===== src/rtl/keypad_scanner_if.sv =====
// Signal bundle between the 4x4 key matrix / key consumer and keypad_scanner.
// The master side is the scanner: it reads the columns and drives rows and key status.
interface keypad_scanner_if;
    logic [3:0] col_in;
    logic [3:0] row_out;
    logic [3:0] key_code;
    logic       key_pulse;
    logic       key_held;
    logic       multi_key;

    modport master (
        input  col_in,
        output row_out,
        output key_code,
        output key_pulse,
        output key_held,
        output multi_key
    );

    modport slave (
        output col_in,
        input  row_out,
        input  key_code,
        input  key_pulse,
        input  key_held,
        input  multi_key
    );
endinterface


===== src/rtl/keypad_scanner.sv =====
// 4x4 active-low key matrix scanner: one row driven low at a time, whole-frame
// debounce, and committed key events (code, one-shot pulse, held, multi-key).
module keypad_scanner #(
    parameter int unsigned SCAN_DIV        = 50000,
    parameter int unsigned DEBOUNCE_FRAMES = 3
) (
    input  logic                clk,
    input  logic                rst,
    keypad_scanner_if.master    bus
);

    localparam int unsigned DIV_W = (SCAN_DIV > 1) ? $clog2(SCAN_DIV) : 1;
    localparam int unsigned DEB_W = $clog2(DEBOUNCE_FRAMES + 1);
    localparam logic [DIV_W-1:0] DIV_LAST = DIV_W'(SCAN_DIV - 1);
    localparam logic [DEB_W-1:0] DEB_TOP  = DEB_W'(DEBOUNCE_FRAMES);

    typedef enum logic [1:0] {
        ROW0 = 2'd0,
        ROW1 = 2'd1,
        ROW2 = 2'd2,
        ROW3 = 2'd3
    } row_e;

    typedef struct packed {
        logic       pressed;
        logic [3:0] code;
        logic       multi;
    } frame_res_t;

    logic [3:0]       sync1_q, sync1_d;
    logic [3:0]       sync2_q, sync2_d;
    logic [DIV_W-1:0] div_q, div_d;
    row_e             row_q, row_d;
    logic [15:0]      frame_q, frame_d;
    frame_res_t       prev_q, prev_d;
    logic [DEB_W-1:0] stab_q, stab_d;
    logic [3:0]       key_code_q, key_code_d;
    logic             key_held_q, key_held_d;
    logic             multi_key_q, multi_key_d;
    logic             key_pulse_q, key_pulse_d;

    logic [15:0]      frame_cur;
    frame_res_t       cur_res;
    logic             commit;

    always_ff @(posedge clk) begin
        if (!rst) begin
            sync1_q     <= '1;
            sync2_q     <= '1;
            div_q       <= '0;
            row_q       <= ROW0;
            frame_q     <= '0;
            prev_q      <= '0;
            stab_q      <= '0;
            key_code_q  <= '0;
            key_held_q  <= 1'b0;
            multi_key_q <= 1'b0;
            key_pulse_q <= 1'b0;
        end else begin
            sync1_q     <= sync1_d;
            sync2_q     <= sync2_d;
            div_q       <= div_d;
            row_q       <= row_d;
            frame_q     <= frame_d;
            prev_q      <= prev_d;
            stab_q      <= stab_d;
            key_code_q  <= key_code_d;
            key_held_q  <= key_held_d;
            multi_key_q <= multi_key_d;
            key_pulse_q <= key_pulse_d;
        end
    end

    always_comb begin
        sync1_d     = bus.col_in;
        sync2_d     = sync1_q;
        div_d       = div_q + DIV_W'(1);
        row_d       = row_q;
        frame_d     = frame_q;
        prev_d      = prev_q;
        stab_d      = stab_q;
        key_code_d  = key_code_q;
        key_held_d  = key_held_q;
        multi_key_d = multi_key_q;
        key_pulse_d = 1'b0;
        frame_cur   = frame_q;
        cur_res     = '0;
        commit      = 1'b0;

        if (div_q == DIV_LAST) begin
            div_d = '0;
            for (int unsigned c = 0; c < 4; c++) begin
                if (!sync2_q[c]) begin
                    frame_cur[{row_q, c[1:0]}] = 1'b1;
                end
            end

            case (row_q)
                ROW0:    row_d = ROW1;
                ROW1:    row_d = ROW2;
                ROW2:    row_d = ROW3;
                default: row_d = ROW0;
            endcase

            if (row_q == ROW3) begin
                // Frame complete: reduce to {pressed, lowest code, multi} and debounce.
                cur_res.pressed = |frame_cur;
                cur_res.multi   = (frame_cur & (frame_cur - 16'd1)) != '0;
                for (int unsigned i = 16; i > 0; i--) begin
                    if (frame_cur[i-1]) begin
                        cur_res.code = 4'(i - 1);
                    end
                end
                frame_d = '0;

                if (cur_res == prev_q) begin
                    if (stab_q != DEB_TOP) begin
                        stab_d = stab_q + DEB_W'(1);
                        commit = (stab_q + DEB_W'(1)) == DEB_TOP;
                    end
                end else begin
                    stab_d = DEB_W'(1);
                    prev_d = cur_res;
                    commit = (DEBOUNCE_FRAMES == 1);
                end

                if (commit) begin
                    if (cur_res.pressed) begin
                        multi_key_d = cur_res.multi;
                        if (!key_held_q || (cur_res.code != key_code_q)) begin
                            key_code_d  = cur_res.code;
                            key_held_d  = 1'b1;
                            key_pulse_d = 1'b1;
                        end
                    end else begin
                        key_held_d  = 1'b0;
                        multi_key_d = 1'b0;
                    end
                end
            end else begin
                frame_d = frame_cur;
            end
        end
    end

    always_comb begin
        case (row_q)
            ROW0:    bus.row_out = 4'b1110;
            ROW1:    bus.row_out = 4'b1101;
            ROW2:    bus.row_out = 4'b1011;
            default: bus.row_out = 4'b0111;
        endcase
    end

    assign bus.key_code  = key_code_q;
    assign bus.key_pulse = key_pulse_q;
    assign bus.key_held  = key_held_q;
    assign bus.multi_key = multi_key_q;

endmodule


===== src/flat_wrapper.sv =====
// flat-port wrapper written by rule: the top's interface ports become plain ports
module keypad_scanner_flat 
#(
    parameter int unsigned SCAN_DIV        = 50000,
    parameter int unsigned DEBOUNCE_FRAMES = 3
)
  (clk, rst, bus_col_in, bus_row_out, bus_key_code, bus_key_pulse, bus_key_held, bus_multi_key);
  keypad_scanner_if bus_i ();
  input  logic clk;
  input  logic rst;
  input wire logic [$bits(bus_i.col_in)-1:0] bus_col_in;
  output wire logic [$bits(bus_i.row_out)-1:0] bus_row_out;
  output wire logic [$bits(bus_i.key_code)-1:0] bus_key_code;
  output wire logic [$bits(bus_i.key_pulse)-1:0] bus_key_pulse;
  output wire logic [$bits(bus_i.key_held)-1:0] bus_key_held;
  output wire logic [$bits(bus_i.multi_key)-1:0] bus_multi_key;
  assign bus_i.col_in = bus_col_in;
  assign bus_row_out = bus_i.row_out;
  assign bus_key_code = bus_i.key_code;
  assign bus_key_pulse = bus_i.key_pulse;
  assign bus_key_held = bus_i.key_held;
  assign bus_multi_key = bus_i.multi_key;
  keypad_scanner #(.SCAN_DIV(SCAN_DIV), .DEBOUNCE_FRAMES(DEBOUNCE_FRAMES)) u_core (.clk(clk), .rst(rst), .bus(bus_i));
endmodule

===== config.mk =====
export PLATFORM = sky130hd
export DESIGN_NAME = keypad_scanner_flat
export DESIGN_NICKNAME = d
export VERILOG_FILES = /design/src/rtl/keypad_scanner_if.sv /design/src/rtl/keypad_scanner.sv /design/src/flat_wrapper.sv
export SDC_FILE = /design/constraint.sdc
export NUM_CORES = 1
export LEC_CHECK = 0
export CAP_MARGIN = 20
export CORE_AREA = 2 2 88 73
export DETAILED_ROUTE_END_ITERATION = 6
export DIE_AREA = 0 0 90 75
export PLACE_DENSITY_LB_ADDON = 0.2
export SLEW_MARGIN = 20
export SYNTH_ARGS = -nofsm -noshare
export SYNTH_HDL_FRONTEND = slang
export SYNTH_SLANG_ARGS = --single-unit

===== constraint.sdc =====
create_clock -name clk -period 3.5 [get_ports clk]
set_clock_uncertainty 0.2 [all_clocks]
set_input_delay 0.7 -clock clk [delete_from_list [all_inputs] [get_ports clk]]
set_output_delay 0.7 -clock clk [all_outputs]
set_load 0.01 [all_outputs]

# Yosys cells after proc, flatten, opt, wreduce, memory -nomap -nowiden
# Index checks and enable logic that the tools add are counted.
word_totals:
  regBits: 57
  latchBits: 0
  mem_bits_rw: 0
  romBits: 0
  inputBits: 6
  output_inout_bits: 11
  n_memories: 0
op_classes:
  addsub: 3
  n_mul: 0
  n_div: 0
  n_lt_le_gt_ge: 8
  n_eq_ne: 10
  shift: 0
  muxes: 47
  n_bitwise: 7
  n_reduce_logical: 16
ops:
  columns: ["cell", "n"]
  rows:
  - ["$mux 16", 9]
  - ["$mux 4", 18]
  - ["$lt 4x5->1 const B", 4]
  - ["$add 16x1->16 const B", 1]
  - ["$and 16x16->16", 1]
  - ["$eq 16x16->1 const B", 1]
  - ["$ge 4x1->1 const B", 4]
  - ["$or 16x13->16", 1]
  - ["$or 16x14->16", 1]
  - ["$or 16x15->16", 1]
  - ["$or 16x16->16", 1]
  - ["$reduce_bool 16->1", 1]
  - ["$reduce_or 16->1", 1]
  - ["$sub 16x1->16 const B", 1]
  - ["$mux 1", 12]
  - ["$pmux 4 s3", 1]
  - ["$reduce_and 5->1", 2]
  - ["$reduce_and 3->1", 3]
  - ["$demux 1 s2", 4]
  - ["$eq 2x2->1 const B", 3]
  - ["$eq 6x6->1", 1]
  - ["$ne 2x2->1 const B", 3]
  - ["$pmux 2 s3", 1]
  - ["$logic_and 1x1->1", 4]
  - ["10 further kinds", 12]

# Depth between registers and ports, before layout
# Gate-level depths: netlist of run 1.
logic_depth:
  word_depth: 39
  depth_mapped: 13

# Least setup slack after synthesis of run 1
# Ideal clock, no wire load.
synth_timing:
  kind: "register to register"
  startpoint: "reg u_core.row_q[0]"
  endpoint: "reg u_core.key_code_q[1] (netlist: u_core.bus.key_code[1])"
  setup_ns: 0.115
  arrival_time_ns: 3.485
  required_ns: 3.185
  path_slack_ns: -0.300
  path_stages_with_launch: 13
  n_path_buf: 2
  cell_sequence: "dfxtp_1 -> ha_1 -> buf_4 -> nor2b_1 -> or4_1 -> or4_4 -> or3_1 -> buf_6 -> xor2_1 -> or4b_1 -> a2111o_1 -> and2_0 -> o21a_1"
synth_between:
  elab_chain_cells: 36
  elab_cells_between_ends: 62
  cone_classes: "add/sub (1); order compare (8); eq/ne (3); mux (37); bitwise (5); reduce/logical (8)"
synth_lines:
  columns: ["item", "line_no", "rtl"]
  rows:
  - ["start: declaration", "keypad_scanner.sv:33", "row_e row_q, row_d;"]
  - ["start signal: assignment", "keypad_scanner.sv:63", "row_q <= row_d;"]
  - ["$lt 4x5->1 (implied by the code) / $ge 4x1->1 (equally long branches)", "keypad_scanner.sv:94", "frame_cur[{row_q, c[1:0]}] = 1'b1;"]
  - ["$logic_and 1x1->1 (implied by the code)", "keypad_scanner.sv:94", null]
  - ["$mux 1 (implied by the code)", "keypad_scanner.sv:94", null]
  - ["$demux 1 s2", null, null]
  - ["$or 16x13->16 (no source line)", null, null]
  - ["$mux 16", "keypad_scanner.sv:93", "if (!sync2_q[c]) begin"]
  - ["$mux 16", "keypad_scanner.sv:90", "if (div_q == DIV_LAST) begin"]
  - ["$or 16x14->16 (no source line)", null, null]
  - ["[... 8 more ...]", null, null]
  - ["$mux 4 (13 in a row)", "keypad_scanner.sv:110", "if (frame_cur[i-1]) begin"]
  - ["$mux 4", "keypad_scanner.sv:105", "if (row_q == ROW3) begin"]
  - ["$mux 4", "keypad_scanner.sv:90", null]
  - ["$eq 6x6->1", "keypad_scanner.sv:116", "if (cur_res == prev_q) begin"]
  - ["$mux 1", "keypad_scanner.sv:116", null]
  - ["$mux 1", "keypad_scanner.sv:105", null]
  - ["$mux 1", "keypad_scanner.sv:90", null]
  - ["$reduce_and 5->1 (no source line)", null, null]
  - ["end signal: assignment", "keypad_scanner.sv:67", "key_code_q <= key_code_d;"]
  - ["end: declaration", "keypad_scanner.sv:37", "logic [3:0] key_code_q, key_code_d;"]
# Parallel ways exist; a longest one is shown, timed or not. The select of a mux whose other input is x is not followed.
# A chain may end at the register's enable or synchronous reset.

# Worst setup path after layout of run 1
# Same ends and word-level chain as after synthesis.

==> summary.txt, run 1 <==
Floorplanning
  • I/O pins: 17
  • Core ar.: 5820 um^2
  • Starting Density: 52.5%
  • # rows: 25
  • Die Ht: 75 um
  • Die width: 90 um
  • Die area: 6750 um^2

Logic synthesis
  • Top-count cell post-synth: dfxtp_1
  • Mux contribution to synthesized area: 0.328%
  • Synth unique cells: 62
  • Adder-cell area share of the yosys netlist: 4.51%
  • Ys flop type: dfxtp_1
  • Synth warnings: 0
  • Post-synth top area cell: dfxtp_1
  • Top cells by count, synth: 57 x dfxtp_1, 42 x nor2_1, 31 x a21oi_1
  • Post-synth EDFFs: 0
  • Register area share after synthesis: 37.4%
  • Ranking of synthesized cells by area: dfxtp_1 37%, nor2_1 5.2%, a21oi_1 5.1%, ha_1 4.5%, xor2_1 3.2%
  • Main combinational cell family by area after synthesis: simple AND/OR/NAND/NOR gates
  • Synth top area share: 37.4%
  • Compound-cell area share of the yosys netlist: 22.8%
  • Post-Syn Instances: 366
  • Mapped Avg Cell Area: 8.34 um^2
  • Ys async rst share: 0%
  • Simple-gate share of the synthesized area: 26.0%
  • #FFs+latches synth: 57
  • Synth Area in XOR/XNOR: 4.88%
  • Cell Area, Synth: 3050 um^2
  • Syn_nets: 383

Clock tree
  • Clk sinks: 57
  • CTS tree: built
  • CTS clock-pin slew for the worst setup and hold paths: 80 ps
  • CTS Buffer Depth: 2
  • CTS Buf Count: 9
  • H-tree levels: 3
  • Clk_lat worst skew: 340 ps
  • Hold Buf Count CTS: 0
  • Clk Tree Root Cell: clkbuf_8

Timing
  • Number of setup violations in the final report: 7
  • Slew Viols, Final: 0
  • Final setup margin: -197 ps
  • Slew HR: 62.3%
  • Fmax: 270 MHz
  • RSZ-0062 raised after global routing: true
  • Min Clock Period, post-route: 3700 ps
  • Final period utilization: 106%
  • Slew @ Worst Pin: 564 ps
  • Final Hold Fails: 0

Hold path
  • Worst Hold End: u_core.sync2_q[0]
  • HP Start: u_core.sync1_q[0]
  • Hold Path Class: reg2reg
  • Min-Delay Path Depth: 1

Cells and area
  • Sequential cell area: 1150 um^2
  • Number of antenna diodes: 0
  • Filler Cell Count: 497
  • Post-layout util: 69.3%
  • Layout area overhead: 32.0%
  • Layout cell share with drive strength beyond 1: 25.2%
  • Multi-input gate area: 1910 um^2
  • Final #Nets: 460

Placement
  • # port buffers: 16
  • Final RePlAce weighted congestion: 0.939
  • Place WS: -231 ps
  • DP HPWL: 6.24 mm

Worst setup path
  • Slowest library cell on the worst path: or4_4
  • CP Class: reg2reg
  • CP Cell Sequence: inv_1 > ha_2 > buf_4 > a211o_1 > or4_4 > or3_4 > xor2_2 > or4b_1 > a2111o_1 > and2_1 > o21a_1
  • Crit path arrival time: 3740 ps
  • CP delay by family, top: simple AND/OR/NAND/NOR gates
  • Critical Path RT: 3540 ps
  • Crit-path max cell delay: 530 ps
  • Reg2reg setup slack: -200 ps
  • Reg-to-Reg End: u_core.bus.key_code[1]
  • CP bufs+invs: 2
  • CP max FO: 5
  • RR Startpoint: u_core.row_q[0]
  • Cells on worst reg2reg path: 11
  • CP startpoint kind: register
  • Crit. End Element: register

Pwr
  • P_leak: 1.69 nW
  • VDD IR max: 0.000368 V
  • Pwr per Cell Area: 331 nW/um^2

Drt
  • DRT Pass-1 Iters: 5
  • Vias/cell: 5.79
  • Drt total wl: 8.31 mm
  • WL per Instance: 15.7 um
  • DRT iter0 DRCs: 283
  • Vias: 3,061
  • DRC: 0
  • Antenna viol nets, final: 0

GRT
  • Overflow after GRT: 0
  • First-pass GRT wire length: 13.3 mm
  • Initial antenna violation count: 0
  • Number of global-route vias before repair: 2,777
  • Total track usage: 25.4%
  • Largest net degree at the start of global routing: 18

Run status
  • Status: complete, but fails checks
  • Violated checks: setup timing

Job
  • Max Cap Violations: 0
==> what timing repair did <==
action	CTS	global route
gates resized for setup	16	13
setup buffers	5	3
pin swaps	10	12
setup endpoints to repair	13	13
==> state kept, by name, summed over array words and instances (netlist names), 2 cells and up <==
| register | flops |
|---|---|
| u_core.sync1_q | 4 |
| u_core.bus.key_code | 4 |
| u_core.prev_q | 6 |
| u_core.row_q | 2 |
| u_core.sync2_q | 4 |
| u_core.stab_q | 2 |
| u_core.frame_q | 16 |
| u_core.div_q | 16 |
==> placed cells by master, fill, tap and decap left out, types with 2 or more instances in the layout <==
cell              n
nor4_1            2
or4_1             5
or2_2             8
ha_1              7
nand4_1           5
a21o_1            3
and2b_1           2
clkinv_4          3
a211o_1           4
nand3_1          12
and2_1            5
and3_1            4
a211oi_2          2
a31oi_1          12
o21ai_1           7
buf_4            61
a211oi_1          8
clkdlybuf4s50_1  16
xnor2_1           6
dfxtp_1          55
nand4b_1          3
o211ai_1          2
nand2b_1         10
a21boi_0          4
nor2_1           42
nand2_1          20
nor2b_1           2
o221ai_1          2
or4_4             2
clkbuf_8          9
dfxtp_4           2
ha_2              3
o21ai_0           7
xor2_1           10
a21oi_1          30
or3_1             8
inv_1            16
clkinvlp_4        2
nor3_1            7
==> stage by stage <==
stage          area (um^2)  power [mW]  hold WS [ps]  instances  setup TNS [ps]
2_1_floorplan         3090       0.736           186        366            -642
3_3_place_gp          3690       0.781           191        505           -2600
3_5_place_dp          3690       0.782           194        505           -2150
4_1_cts               3980        1.34           210        526            -337
5_1_grt               4030        1.39           225        529           -1600
6_report              4030        1.33           208        529            -571
==> per-layer routing <==
metal / routed length [um] / vias to the layer above / part of all wire (%) / track usage (%)
met5: 0 / - / 0 / 0
met2: 3550 / 137 / 43 / 38.6
met3: 688 / 16 / 8.3 / 7.81
li1: - / 1485 / - / -
met1: 3980 / 1423 / 48 / 34.8
met4: 104 / 0 / 1.3 / 9.06
==> where the power goes <==
part           total [mW]  switching (mW)  internal [mW]
Combinational       0.124          0.0647         0.0588
Clock               0.550           0.290          0.260
Sequential          0.659         0.00526          0.654
Total                1.33           0.360          0.973
==> worst max-delay path by stage <==
stage                               start  cells after the start                     end  slack (ps)
final                     u_core.row_q[0]                     11  u_core.bus.key_code[1]        -200
after global routing      u_core.row_q[0]                     11  u_core.bus.key_code[1]        -270
after CTS                 u_core.row_q[1]                     11  u_core.bus.key_code[1]        -150
after detailed placement  u_core.row_q[1]                     13  u_core.bus.key_code[1]        -230
after global placement    u_core.row_q[1]                     13  u_core.bus.key_code[1]        -260
after floorplan           u_core.row_q[0]                     12  u_core.bus.key_code[1]        -230
==> kinds of logic (layout without fill, tap and decap cells) <==
group	after synthesis	count (layout)
compound gates	103	103
buf+inv	29	111
simple gates	148	148
fa+ha+maj	11	11
flops	57	57
xor+xnor	17	17
mux	1	1
==> area by class of cell <==
class	instances	share of cell area, %
multi-input cells	280	47.3
flip-flops and latches	57	28.5
repair buffers	78	15.6
clock buffers	9	3.07
well taps	81	2.51
inverters	17	1.65
clock inverters	7	1.37
No activity file was read; power rests on OpenSTA's default activity.
==> run 2, diff against run 1 <==
--- a/config.mk
+++ b/config.mk
@@ -10,6 +10,7 @@
 export DETAILED_ROUTE_END_ITERATION = 6
 export DIE_AREA = 0 0 90 75
 export PLACE_DENSITY_LB_ADDON = 0.2
+export SETUP_SLACK_MARGIN = 0.5
 export SLEW_MARGIN = 20
 export SYNTH_ARGS = -nofsm -noshare
 export SYNTH_HDL_FRONTEND = slang
==> run 2 against run 1 <==
Compared with the run above:
- the run still ends with setup timing left
- largest power group unchanged
- sequential power is essentially flat
- non-clock buffer count down 2
- sequential share of layout area rose by 0.053 points
- setup slack better by 47 ps
- critical endpoint unchanged
- core utilization is 0.28 points lower
- clock power is 12% higher
==> summary.txt, run 2 (synthesis gave the netlist of run 1 again) <==
Worst setup path
  • CP max FO: 4
  • CP Class: reg2reg
  • Setup crit start: u_core.row_q[0]
  • Reg2reg setup slack: -150 ps
  • CP Cell Sequence: inv_2 > ha_2 > buf_4 > a211o_1 > or4_4 > or3_4 > xor2_1 > or4b_1 > a2111o_1 > and2_1 > o21a_1
  • Crit path arrival time: 3680 ps
  • Critical Path RT: 3530 ps
  • Slowest library cell on the worst path: or4_4
  • CP delay by family, top: simple AND/OR/NAND/NOR gates
  • Cells on worst reg2reg path: 11
  • RR Startpoint: u_core.row_q[0]
  • Crit. End Element: register
  • CP bufs+invs: 2
  • Levels on crit path: 11
  • CP startpoint kind: register
  • Crit-path max cell delay: 540 ps

Drt
  • DRC: 0
  • Drt total wl: 8.12 mm
  • WL per Instance: 15.4 um
  • DRT iter0 DRCs: 275
  • Vias: 3,019
  • Vias/cell: 5.73
  • DRT Pass-1 Iters: 5
  • Antenna viol nets, final: 0

Placement
  • Dpl cells: 507
  • # port buffers: 16
  • Final RePlAce weighted congestion: 0.972
  • DP HPWL: 6.15 mm

Timing
  • RSZ-0062 raised after global routing: true
  • Fmax: 274 MHz
  • Hold slack: 205 ps
  • Slew Viols, Final: 0
  • Slew @ Worst Pin: 662 ps
  • Final period utilization: 104%
  • Final setup margin: -150 ps
  • Slew HR: 55.5%
  • Min Clock Period, post-route: 3650 ps
  • Final Hold Fails: 0
  • Number of setup violations in the final report: 13

Cells and area
  • Number of antenna diodes: 0
  • Final #Nets: 458
  • Finished Layout Cells: 527
  • Layout area overhead: 31.5%
  • Most frequent cells in the layout: 57 x buf_4, 55 x dfxtp_1, 42 x nor2_1
  • Post-layout util: 69.0%
  • Commonest non-fill, non-tap cell in the layout: buf_4
  • Largest registers: u_core.div_q: 16 flops, u_core.frame_q: 16 flops, u_core.prev_q: 6 flops
  • Layout cell share with drive strength beyond 1: 25.1%

Job
  • Max Cap Violations: 0

Floorplanning
  • Die area: 6750 um^2
  • Core ar.: 5820 um^2
  • I/O pins: 17
  • # rows: 25
  • Starting Density: 52.5%
  • Die Ht: 75 um
  • Die width: 90 um

Pwr
  • VDD IR max: 0.000287 V
  • P_leak: 1.69 nW
  • Pwr per Cell Area: 347 nW/um^2

Hold path
  • HP Start: u_core.sync1_q[3]
  • Min-Delay Path Depth: 1
  • Hold Path Class: reg2reg

Run status
  • Violated checks: setup timing
  • Status: complete, but fails checks

GRT
  • Largest net degree at the start of global routing: 18
  • Total track usage: 24.9%
  • Initial antenna violation count: 0
  • First-pass GRT wire length: 13.2 mm
  • Number of global-route vias before repair: 2,732
  • Overflow after GRT: 0

Clock tree
  • Clk_lat worst skew: 340 ps
  • CTS tree: built
  • Clk Tree Root Cell: clkbuf_8
  • CTS Buf Count: 9
  • Hold Buf Count CTS: 0
  • Clk sinks: 57
  • CTS Buffer Depth: 2
  • H-tree levels: 3
  • CTS clock-pin slew for the worst setup and hold paths: 70 ps
run 2: changes by cell type in the layout (fill, tap and decap cells not counted), sizes merged:
cell / before / now
clkinvlp: 2 / 1
bufinv: 0 / 1
inv: 18 / 19
clkinv: 4 / 3
buf: 62 / 60
run 2: area by class of cell:
type	count	area, um^2
clock inverters	7	77.6
inverters	17	63.8
flip-flops and latches	57	1150
fillers	467	1800
multi-input cells	280	1880
repair buffers	76	622
well taps	81	101
clock buffers	9	124
run 2: path summary, 6_finish.rpt:
check                                               to
worst max register to register  u_core.bus.key_code[1]
worst min-delay path                 u_core.sync2_q[3]
worst min register to register       u_core.sync2_q[3]
worst max-delay path            u_core.bus.key_code[1]
run 2: power by group:
group	internal (mW)	total [mW]	leakage (nW)	switching [mW]
clock	0.334	0.614	0.100	0.280
combinational	0.0551	0.119	1.12	0.0636
sequential	0.655	0.660	0.463	0.00520
run 2: routing by layer:
metal	up-vias	GRT usage [%]	wire, um
met5	-	0	0
met4	0	8.03	97
met3	13	6.91	620
met2	114	36.8	3330
met1	1405	35.6	4070
li1	1487	-	-
run 2: worst reg2reg max path, stage by stage, from the launching register on:
cell and delay, ps:
dfxtp_4 380, inv_2 60, ha_2 200, buf_4 140
a211o_1 270, or4_4 540, or3_4 390, xor2_1 160
or4b_1 510, a2111o_1 330, and2_1 180, o21a_1 190
run 2: what timing repair did:
action,CTS,global route
setup endpoints to repair,13,14
buffers inserted,4,0
pin swaps,5,3
resized for setup,13,8
run 2: metrics by stage:
stage	worst slack, ps	setup TNS (ps)	instance area [um^2]	total power, mW
3_5_place_dp	-216	-953	3720	0.785
6_report	-150	-1290	4010	1.39
4_1_cts	-125	-867	4000	1.40
3_3_place_gp	-124	-289	3720	0.784
2_1_floorplan	-228	-689	3100	0.738
5_1_grt	-238	-2410	4010	1.44
==> run 3, diff against run 2 <==
--- a/config.mk
+++ b/config.mk
@@ -6,12 +6,11 @@
 export NUM_CORES = 1
 export LEC_CHECK = 0
 export CAP_MARGIN = 20
-export CORE_AREA = 2 2 88 73
+export CORE_AREA = 2 2 83 69
 export DETAILED_ROUTE_END_ITERATION = 6
-export DIE_AREA = 0 0 90 75
-export PLACE_DENSITY_LB_ADDON = 0.2
+export DIE_AREA = 0 0 85 71
+export PLACE_DENSITY = 0.79
 export SETUP_SLACK_MARGIN = 0.5
-export SLEW_MARGIN = 20
 export SYNTH_ARGS = -nofsm -noshare
 export SYNTH_HDL_FRONTEND = slang
 export SYNTH_SLANG_ARGS = --single-unit
==> constraint.sdc (replaced) <==
create_clock -name clk -period 4.2 [get_ports clk]
set_clock_uncertainty 0.2 [all_clocks]
set_input_delay 0.84 -clock clk [delete_from_list [all_inputs] [get_ports clk]]
set_output_delay 0.84 -clock clk [all_outputs]
set_load 0.01 [all_outputs]
==> run 3 against run 2 <==
Compared with the run above:
- the run now ends clean
- core utilization is 3.5 points higher
- critical path type unchanged
- fmax is 1.4% lower
- global-route usage is 3.8 points higher
- count of clock-buffer cells in the layout stayed put
- power is 21% lower
- wire length is 3.4% higher
- non-clock buffer count is 27 lower
==> summary.txt, run 3 (synthesis gave the netlist of run 1 again) <==
Timing
  • Setup TNS: 0 ps
  • RSZ-0062 raised after global routing: true
  • Slew HR: 55.5%
  • Fmax: 270 MHz
  • Slew @ Worst Pin: 665 ps
  • Slew Viols, Final: 0
  • Hold slack: 210 ps
  • Final period utilization: 88.2%
  • Final setup margin: 497 ps
  • Min Clock Period, post-route: 3700 ps
  • Number of setup violations in the final report: 0
  • Final Hold Fails: 0

Cells and area
  • Post-layout util: 72.5%
  • Number of antenna diodes: 0
  • Filler Cell Count: 379
  • Most frequent cells in the layout: 55 x dfxtp_1, 42 x nor2_1, 30 x a21oi_1, 30 x buf_4, 20 x nand2_1
  • Layout cell share with drive strength beyond 1: 20.5%
  • Final #Nets: 431
  • Finished Layout Cells: 484
  • Commonest non-fill, non-tap cell in the layout: dfxtp_1
  • Largest registers: u_core.div_q: 16 flops, u_core.frame_q: 16 flops, u_core.prev_q: 6 flops
  • Layout area overhead: 24.8%
  • Design area: 3810 um^2

Worst setup path
  • Crit path arrival time: 3740 ps
  • CP Cell Sequence: inv_4 > ha_4 > a21boi_1 > or2_1 > or4_4 > or3_4 > xor2_2 > or4b_1 > a2111o_1 > and2_0 > o21a_1
  • Crit-path max cell delay: 560 ps
  • Cells on worst reg2reg path: 11
  • Critical Path RT: 4240 ps
  • Crit. End Element: register
  • CP Class: reg2reg
  • Reg2reg setup slack: 500 ps
  • Reg-to-Reg End: u_core.bus.key_code[1]
  • CP startpoint kind: register
  • Slowest library cell on the worst path: or4_4
  • RR Startpoint: u_core.row_q[0]
  • CP max FO: 7

GRT
  • Total track usage: 28.7%
  • Largest net degree at the start of global routing: 19
  • Number of global-route vias before repair: 2,795
  • Overflow after GRT: 0
  • First-pass GRT wire length: 13.6 mm
  • Initial antenna violation count: 0

Drt
  • WL per Instance: 17.3 um
  • Vias/cell: 6.15
  • Antenna viol nets, final: 0
  • DRT Pass-1 Iters: 7
  • DRC: 0
  • Drt total wl: 8.40 mm
  • Vias: 2,977
  • DRT iter0 DRCs: 327

Hold path
  • HP Start: u_core.sync1_q[0]
  • Worst Hold End: u_core.sync2_q[0]
  • Hold Path Class: reg2reg
  • Min-Delay Path Depth: 1

Job
  • Max Cap Violations: 0

Floorplanning
  • I/O pins: 17
  • Die area: 6040 um^2
  • Core ar.: 5260 um^2
  • Die width: 85 um
  • # rows: 24
  • Die Ht: 71 um
  • Starting Density: 58.1%

Placement
  • DP HPWL: 5.57 mm
  • # port buffers: 16
  • Place WS: 303 ps
  • Post-DP Area: 3310 um^2
  • Dpl cells: 445
  • Final RePlAce weighted congestion: 0.962

Pwr
  • Total power: 1.10 mW
  • P_leak: 1.54 nW
  • VDD IR max: 0.000298 V
  • Pwr per Cell Area: 290 nW/um^2

Clock tree
  • CTS clock-pin slew for the worst setup and hold paths: 70 ps
  • CTS Buf Count: 9
  • Clk_lat worst skew: 350 ps
  • CTS tree: built
  • CTS Buffer Depth: 2
  • H-tree levels: 3
  • Clk sinks: 57
  • Clk Tree Root Cell: clkbuf_8

Run status
  • Status: completed
-- run 3: cell count changes in the layout (fill, tap and decap cells not counted), sizes merged --
| cell | delta |
|---|---|
| bufinv | -1 |
| buf | -27 |
| clkinvlp | +2 |
| clkinv | -1 |
-- run 3: worst max-delay path by stage --
stage | start | to | slack (ps) | cells past startpoint
CTS | u_core.row_q[1] | u_core.bus.key_code[1] | 440 | 11
global placement | u_core.row_q[0] | u_core.bus.key_code[1] | 350 | 12
global route | u_core.sync2_q[3] | u_core.bus.key_code[1] | 440 | 9
floorplan | u_core.row_q[0] | u_core.bus.key_code[1] | 420 | 12
detailed placement | u_core.row_q[0] | u_core.bus.key_code[1] | 300 | 11
finish | u_core.row_q[0] | u_core.bus.key_code[1] | 500 | 11
-- run 3: area by class of cell --
class                   count  area [um^2]  area share [%]
clock inverters             7         53.8            1.41
clock buffers               9          124            3.25
repair buffers             49          419            11.0
multi-input cells         280         1910            50.2
well taps                  65         81.3            2.14
inverters                  17         68.8            1.81
flip-flops and latches     57         1150            30.2
-- run 3: per-layer routing --
layer  vias up  wire, um  track usage (%)
li1       1422         -                -
met1      1399      3810             40.0
met2       129      3710             43.1
met3        27       713             7.00
met4         0       165             11.3
met5         -         0                0
-- run 3: critical path, delay by kind of cell, from the launching register on --
kind / cells / cell delay (ps)
AOI/OAI and AO/OA: 3 / 670
xor gates and xnor gates: 1 / 160
adders and majority gates: 1 / 180
buffers and inverters: 1 / 70
DFF: 1 / 410
and+or+nand+nor: 5 / 1910
-- run 3: power by group --
group / total, mW / internal, mW / leakage (nW) / switching (mW)
Sequential: 0.551 / 0.545 / 0.463 / 0.00617
Clock: 0.470 / 0.217 / 0.0822 / 0.252
Combinational: 0.0836 / 0.0340 / 0.991 / 0.0496
Total: 1.10 / 0.796 / 1.54 / 0.308
-- run 3: what timing repair did --
action                                  in CTS  in global routing
gates resized for setup                     16                 18
hold buffers                                 0                  0
endpoints found under the setup margin      13                 13
pin swaps                                   10                 18
setup buffers                               12                 11
gates cloned                                 0                  0
